### config.mk
export PLATFORM = sky130hd
export DESIGN_NAME = arbitro_serializador
export DESIGN_NICKNAME = d
export VERILOG_FILES = /design/src/rtl/arbitro_serializador.sv
export SDC_FILE = /design/constraint.sdc
export NUM_CORES = 1
export LEC_CHECK = 0
export ABC_CLOCK_PERIOD_IN_PS = 1700
export CAP_MARGIN = 25
export CORE_UTILIZATION = 40
export CTS_BUF_LIST = sky130_fd_sc_hd__clkbuf_8
export DETAILED_ROUTE_END_ITERATION = 10
export PLACE_DENSITY = 0.78
export SYNTH_ARGS = -nofsm -noshare
export SYNTH_HDL_FRONTEND = slang
export SYNTH_SLANG_ARGS = --single-unit
### constraint.sdc
create_clock -name clock -period 1.7 [get_ports clock]
set_input_delay 0.34 -clock clock [delete_from_list [all_inputs] [get_ports clock]]
set_output_delay 0.34 -clock clock [all_outputs]
set_load 0.02 [all_outputs]
### src/rtl/arbitro_serializador.sv
// -----------------------------------------------------------------------------
// arbitro_serializador
//   Round-robin arbiter in front of a single W-bit parallel-to-serial shifter.
//   While idle (OCIOSO) it picks the next requester after the last one served,
//   captures that requester's word and shifts it out LSB first (DESLOCA), one
//   bit per cycle, then returns to idle for one arbitration cycle.
//
// Ports
//   clock         in   1      system clock, all state on posedge
//   reset         in   1      asynchronous, active-low reset
//   pedido        in   N      level request per requester, held until granted
//   dados         in   N*W    requester words, slice i = dados[i*W +: W]
//   concedido     out  N      one-hot grant pulse (first frame cycle), registered
//   saida_serial  out  1      serial data, LSB first
//   saida_valida  out  1      high while saida_serial carries a frame bit
//   fim_quadro    out  1      high during the last bit of a frame
//   id_ativo      out  ID_W   index of the requester owning the current frame
//   ocupado       out  1      high whenever a frame is being shifted out
// -----------------------------------------------------------------------------
module arbitro_serializador #(
    parameter int N    = 4,
    parameter int W    = 6,
    parameter int ID_W = 2
) (
    input  logic              clock,
    input  logic              reset,
    input  logic [N-1:0]      pedido,
    input  logic [N*W-1:0]    dados,
    output logic [N-1:0]      concedido,
    output logic              saida_serial,
    output logic              saida_valida,
    output logic              fim_quadro,
    output logic [ID_W-1:0]   id_ativo,
    output logic              ocupado
);

    localparam int CW = $clog2(W);
    localparam logic [CW-1:0]   C_ULTIMO_BIT = CW'(W - 1);
    localparam logic [ID_W-1:0] C_ID_FINAL   = ID_W'(N - 1);

    typedef enum logic {
        OCIOSO  = 1'b0,
        DESLOCA = 1'b1
    } estado_t;

    estado_t           r_estado;
    logic [W-1:0]      r_desloc;
    logic [CW-1:0]     r_contador;
    logic [ID_W-1:0]   r_ultimo;
    logic [ID_W-1:0]   r_id_ativo;
    logic [N-1:0]      r_concedido;

    logic [W-1:0]      w_palavras [N];
    logic [ID_W-1:0]   w_vencedor;
    logic              w_achou;
    logic [N-1:0]      w_onehot;

    for (genvar g = 0; g < N; g++) begin : g_fatia
        assign w_palavras[g] = dados[g*W +: W];
    end

    // Rotating priority: the search starts one past the last requester served
    // and wraps, so the previous winner has the lowest priority this round.
    always_comb begin
        int v_idx;
        v_idx      = 0;
        w_achou    = 1'b0;
        w_vencedor = '0;
        for (int k = 1; k <= N; k++) begin
            v_idx = (int'(r_ultimo) + k) % N;
            if (!w_achou && pedido[ID_W'(v_idx)]) begin
                w_achou    = 1'b1;
                w_vencedor = ID_W'(v_idx);
            end
        end
    end

    assign w_onehot = N'(1) << w_vencedor;

    always_ff @(posedge clock or negedge reset) begin
        if (!reset) begin
            r_estado    <= OCIOSO;
            r_desloc    <= '0;
            r_contador  <= '0;
            r_ultimo    <= C_ID_FINAL;
            r_id_ativo  <= '0;
            r_concedido <= '0;
        end else begin
            case (r_estado)
                OCIOSO: begin
                    r_concedido <= '0;
                    if (w_achou) begin
                        r_desloc    <= w_palavras[w_vencedor];
                        r_concedido <= w_onehot;
                        r_id_ativo  <= w_vencedor;
                        r_ultimo    <= w_vencedor;
                        r_contador  <= C_ULTIMO_BIT;
                        r_estado    <= DESLOCA;
                    end
                end
                DESLOCA: begin
                    // Grant is a single-cycle pulse aligned with bit 0.
                    r_concedido <= '0;
                    r_desloc    <= r_desloc >> 1;
                    if (r_contador == '0) begin
                        r_estado <= OCIOSO;
                    end else begin
                        r_contador <= r_contador - 1'b1;
                    end
                end
                default: r_estado <= OCIOSO;
            endcase
        end
    end

    // Status outputs decode straight from registered state, so an async reset
    // drops them in the same instant without waiting for a clock edge.
    assign ocupado      = (r_estado == DESLOCA);
    assign saida_valida = (r_estado == DESLOCA);
    assign saida_serial = (r_estado == DESLOCA) && r_desloc[0];
    assign fim_quadro   = (r_estado == DESLOCA) && (r_contador == '0);
    assign concedido    = r_concedido;
    assign id_ativo     = r_id_ativo;

endmodule
==> impl_metrics.py <==
metrics = {
    "status": {
        "run_status": "finished, violations left",
        "failing_checks": "setup timing",
    },
    "cts": {
        "clock-root-buffer": "sky130_fd_sc_hd__clkbuf_8",
        "clock_tree.htree_level_count": 1,
        "cts.sink_count": 18,
        "tritoncts_clock_tree": "done",
        "total_clock_buffers_created_by_cts": 3,
        "clock_path_buffers": 2,
        "clock_insertion_delay_worst_skew_ns": 0.26,
        "cts-hold-fix-buffers": 0,
        "clk_pin_slew_worst_paths_ns": 0.07,
    },
    "sta": {
        "grt_setup_unrepaired": "yes",
        "final-hold-violation-count": 0,
        "maxSlewHeadroom_pct": 83.6,
        "timing.final.max_slew_violations": 0,
        "final_period_minus_worst_setup_slack_ns": 1.77,
        "setup_tns_ns": -0.170,
        "fmax_mhz": 565,
        "slew_of_the_pin_with_the_lowest_slew_margin_ns": 0.245,
        "post-route-worst-setup-slack_ns": -0.0684,
        "finClkSkew_ns": 0.00375,
        "setup-violations-final": 6,
        "post-route-period-util_pct": 104,
    },
    "routing": {
        "first_iter_violations": 21,
        "drtAntennaViolNets": 0,
        "num_vias": 1058,
        "drt_pre_antenna_iters": 4,
        "drt_drc_violations_left": 0,
        "total_routed_length_um": 3210,
        "wire_per_inst_um": 16.5,
        "avg_vias_per_cell": 5.45,
    },
    "logic_synthesis": {
        "synth.ff_latch_count": 18,
        "synthesis.area_sq_um": 1010,
        "synth.avg_cell_area_sq_um": 9.59,
        "share_of_synthesized_area_occupied_by_flip_flops_and_latches_pct": 45.0,
        "synth.net_count": 137,
        "syn-instance-count": 105,
        "synthDistinctLibCells": 29,
        "synth.yosys.warnings": 0,
    },
    "final_layout": {
        "antennaDiodeCount": 0,
        "final-instance-count-excl-fill": 194,
        "drive_gt1_share_pct": 29.5,
        "syn2layout_area_growth_pct": 74.5,
        "final_net_count": 199,
    },
    "pwr": {
        "ir_drop_uv": 986,
        "power.density_cell_area_nw_per_um2": 1490,
        "netSwitchingPower_mw": 0.989,
        "power.share.combinational_pct": 57.6,
        "design_power_total_mw": 2.63,
        "cellLeakagePower_nw": 0.805,
        "power.sequential.fraction_pct": 28.5,
        "clkPwrFrac_pct": 13.9,
        "power.share.switching_pct": 37.7,
        "cellInternalPower_mw": 1.64,
    },
    "floorplan": {
        "die_height_um": 52.2,
        "horizontal_die_dimension_um": 52.2,
        "design.core.area_sq_um": 2300,
        "die_area_sq_um": 2720,
        "io_pins": 40,
        "initial_utilization_pct": 43.8,
        "num_rows": 17,
    },
    "critical_path": {
        "crit_chain": "mux2i_1 -> o221a_4 -> buf_16 -> mux2i_1 -> o221ai_1",
        "crit_path_start_kind": "flop",
        "slowest_delay_ns": 0.59,
        "critical_path_arrival_ns": 1.89,
        "worstSetupPathType": "reg -> reg",
        "critical_path.n_buffers_inverters": 1,
        "crit_slowest_cell": "sky130_fd_sc_hd__dfstp_2",
        "cpLargestDelayFamily": "flip-flops",
        "cpMostUsedCell": "sky130_fd_sc_hd__mux2i_1",
        "cp_data_required_time_ns": 1.82,
        "setup.worst_path.end_class": "flop",
        "critical_path.max_fanout": 4,
    },
    "global_routing": {
        "antenna_violations_before_repair": 0,
        "grt_util_met3_pct": 3.48,
        "grt_use_met2_pct": 42.3,
        "globalRouteOverflowTotal": 0,
        "groute.usage.overall_pct": 25.0,
        "layer_carrying_the_most_global_route_usage": "met2",
        "via_count_of_the_first_global_routing_pass": 1077,
        "grt_pass1_wl_um": 4840,
        "largest_net_degree_at_the_start_of_global_routing": 19,
        "routing_usage_on_met1_pct": 30.4,
    },
    "place": {
        "port-buffer-count": 39,
        "post-dp-hpwl_um": 1910,
        "routabilityCongestion": 0.755,
        "placedCellCount": 184,
    },
    "hold_path": {
        "hp-class": "in -> async",
    },
    "flow_run": {
        "max_cap_viol_count": 0,
    },
}
## logic make-up (layout without fill, tap and decap cells)
family | Yosys count | count (layout) | synth area share (%)
and+or+nand+nor | 36 | 36 | 16.6
muxes | 14 | 14 | 13.9
adders and majority gates | 2 | 2 | 2.48
DFF | 18 | 18 | 45.0
buffers and inverters | 12 | 73 | 6.96
AOI/OAI and AO/OA | 23 | 23 | 15.0
## stage by stage
step / hold slack, ns / utilization, % / instance area (sq um) / worst slack, ns
finish: 0.397 / 76.5 / 1760 / -0.0684
global route: 0.430 / 76.5 / 1760 / -0.105
CTS: 0.412 / 73.7 / 1690 / -0.0476
detailed placement: 0.482 / 66.9 / 1540 / -0.370
global placement: 0.481 / 66.9 / 1540 / -0.259
floorplan: 0.0444 / - / 1010 / 0.00953
## placed cells by master (no fill, tap or decap), drive strengths merged
cell type	count
a31o	1
nor4	1
nand3b	1
o21ai	3
mux2i	14
or2	1
a21oi	9
o221a	1
dlymetal6s2s	3
nor2	17
and2	1
dlygate4sd2	2
a31oi	1
nor2b	1
dfstp	2
or4	1
buf	26
dfrtp	16
inv	5
clkdlybuf4s50	33
clkbuf	4
nor3b	1
ha	2
nand2	12
o22ai	2
o221ai	6
## Yosys cell counts
library cell / count / area (sq um)
sky130_fd_sc_hd__nor2_1: 17 / 63.8
sky130_fd_sc_hd__dfrtp_1: 16 / 400
sky130_fd_sc_hd__mux2i_1: 14 / 140
sky130_fd_sc_hd__nand2_1: 11 / 41.3
sky130_fd_sc_hd__a21oi_1: 9 / 45.0
sky130_fd_sc_hd__o221ai_1: 6 / 52.6
sky130_fd_sc_hd__inv_1: 4 / 15.0
sky130_fd_sc_hd__buf_2: 2 / 10.0
sky130_fd_sc_hd__clkbuf_1: 2 / 7.51
sky130_fd_sc_hd__dfstp_2: 2 / 52.6
sky130_fd_sc_hd__ha_1: 2 / 25.0
sky130_fd_sc_hd__o21ai_0: 2 / 10.0
sky130_fd_sc_hd__o22ai_1: 2 / 12.5
sky130_fd_sc_hd__a31o_1: 1 / 8.76
sky130_fd_sc_hd__a31oi_1: 1 / 6.26
sky130_fd_sc_hd__and2_1: 1 / 6.26
sky130_fd_sc_hd__buf_4: 1 / 7.51
sky130_fd_sc_hd__buf_6: 1 / 11.3
sky130_fd_sc_hd__buf_8: 1 / 15.0
sky130_fd_sc_hd__inv_2: 1 / 3.75
sky130_fd_sc_hd__nand2_2: 1 / 6.26
sky130_fd_sc_hd__nand3b_1: 1 / 7.51
sky130_fd_sc_hd__nor2b_2: 1 / 8.76
sky130_fd_sc_hd__nor3b_1: 1 / 7.51
sky130_fd_sc_hd__nor4_2: 1 / 12.5
sky130_fd_sc_hd__o21ai_1: 1 / 5.00
sky130_fd_sc_hd__o221a_1: 1 / 11.3
sky130_fd_sc_hd__or2_1: 1 / 6.26
sky130_fd_sc_hd__or4_1: 1 / 7.51
## state kept, by name, indices dropped and copies added, names as in the netlist
register and count:
r_contador 3, r_desloc 6, id_ativo 2, ocupado 1, r_ultimo 2, concedido 4
## repair_timing
action                                  4_1_cts  5_1_grt
buffers inserted                              4        0
gates resized for setup                      12       17
endpoints found under the setup margin       12       15
gates cloned                                  2        0
pin swaps                                     1        6
## final timing paths
path                        startpoint          end  slack (ns)  cells past startpoint
setup / recovery           r_ultimo[1]  r_desloc[0]       -0.07                      5
hold / removal                   reset  r_desloc[2]        0.40                      2
setup reg to reg           r_ultimo[1]  r_desloc[0]       -0.07                      5
hold reg to reg            r_desloc[5]  r_desloc[5]        0.50                      2
max in group asynchronous        reset  r_ultimo[0]        1.04                      2
min in group clock         r_desloc[5]  r_desloc[5]        0.50                      2
## area by class of cell
| class | instances | area [sq um] |
|---|---|---|
| inverters | 5 | 18.8 |
| flip-flops and latches | 18 | 454 |
| multi-input cells | 75 | 558 |
| fillers | 152 | 539 |
| repair buffers | 64 | 637 |
| clock buffers | 4 | 55.1 |
| well taps | 28 | 35.0 |
## metal layers
| layer | part of all wire, % | up-vias |
|---|---|---|
| li1 | - | 491 |
| met1 | 41 | 515 |
| met2 | 51 | 42 |
| met3 | 4.4 | 10 |
| met4 | 3.9 | 0 |
| met5 | 0 | - |
## worst reg2reg max path, cell delays in order (launching register included)
cell	delay [ns]
sky130_fd_sc_hd__dfstp_2	0.59
sky130_fd_sc_hd__mux2i_1	0.24
sky130_fd_sc_hd__o221a_4	0.30
sky130_fd_sc_hd__buf_16	0.14
sky130_fd_sc_hd__mux2i_1	0.21
sky130_fd_sc_hd__o221ai_1	0.15
## power by group through the flow
stage               registers, mW  logic (mW)  clock network, mW
floorplan                   0.749       0.685                  0
global placement            0.733        1.13                  0
detailed placement          0.743        1.17                  0
CTS                         0.732        1.39              0.359
global route                0.769        1.61              0.376
finish                      0.749        1.51              0.366
Note: power is estimated with default switching activity, not from simulation.
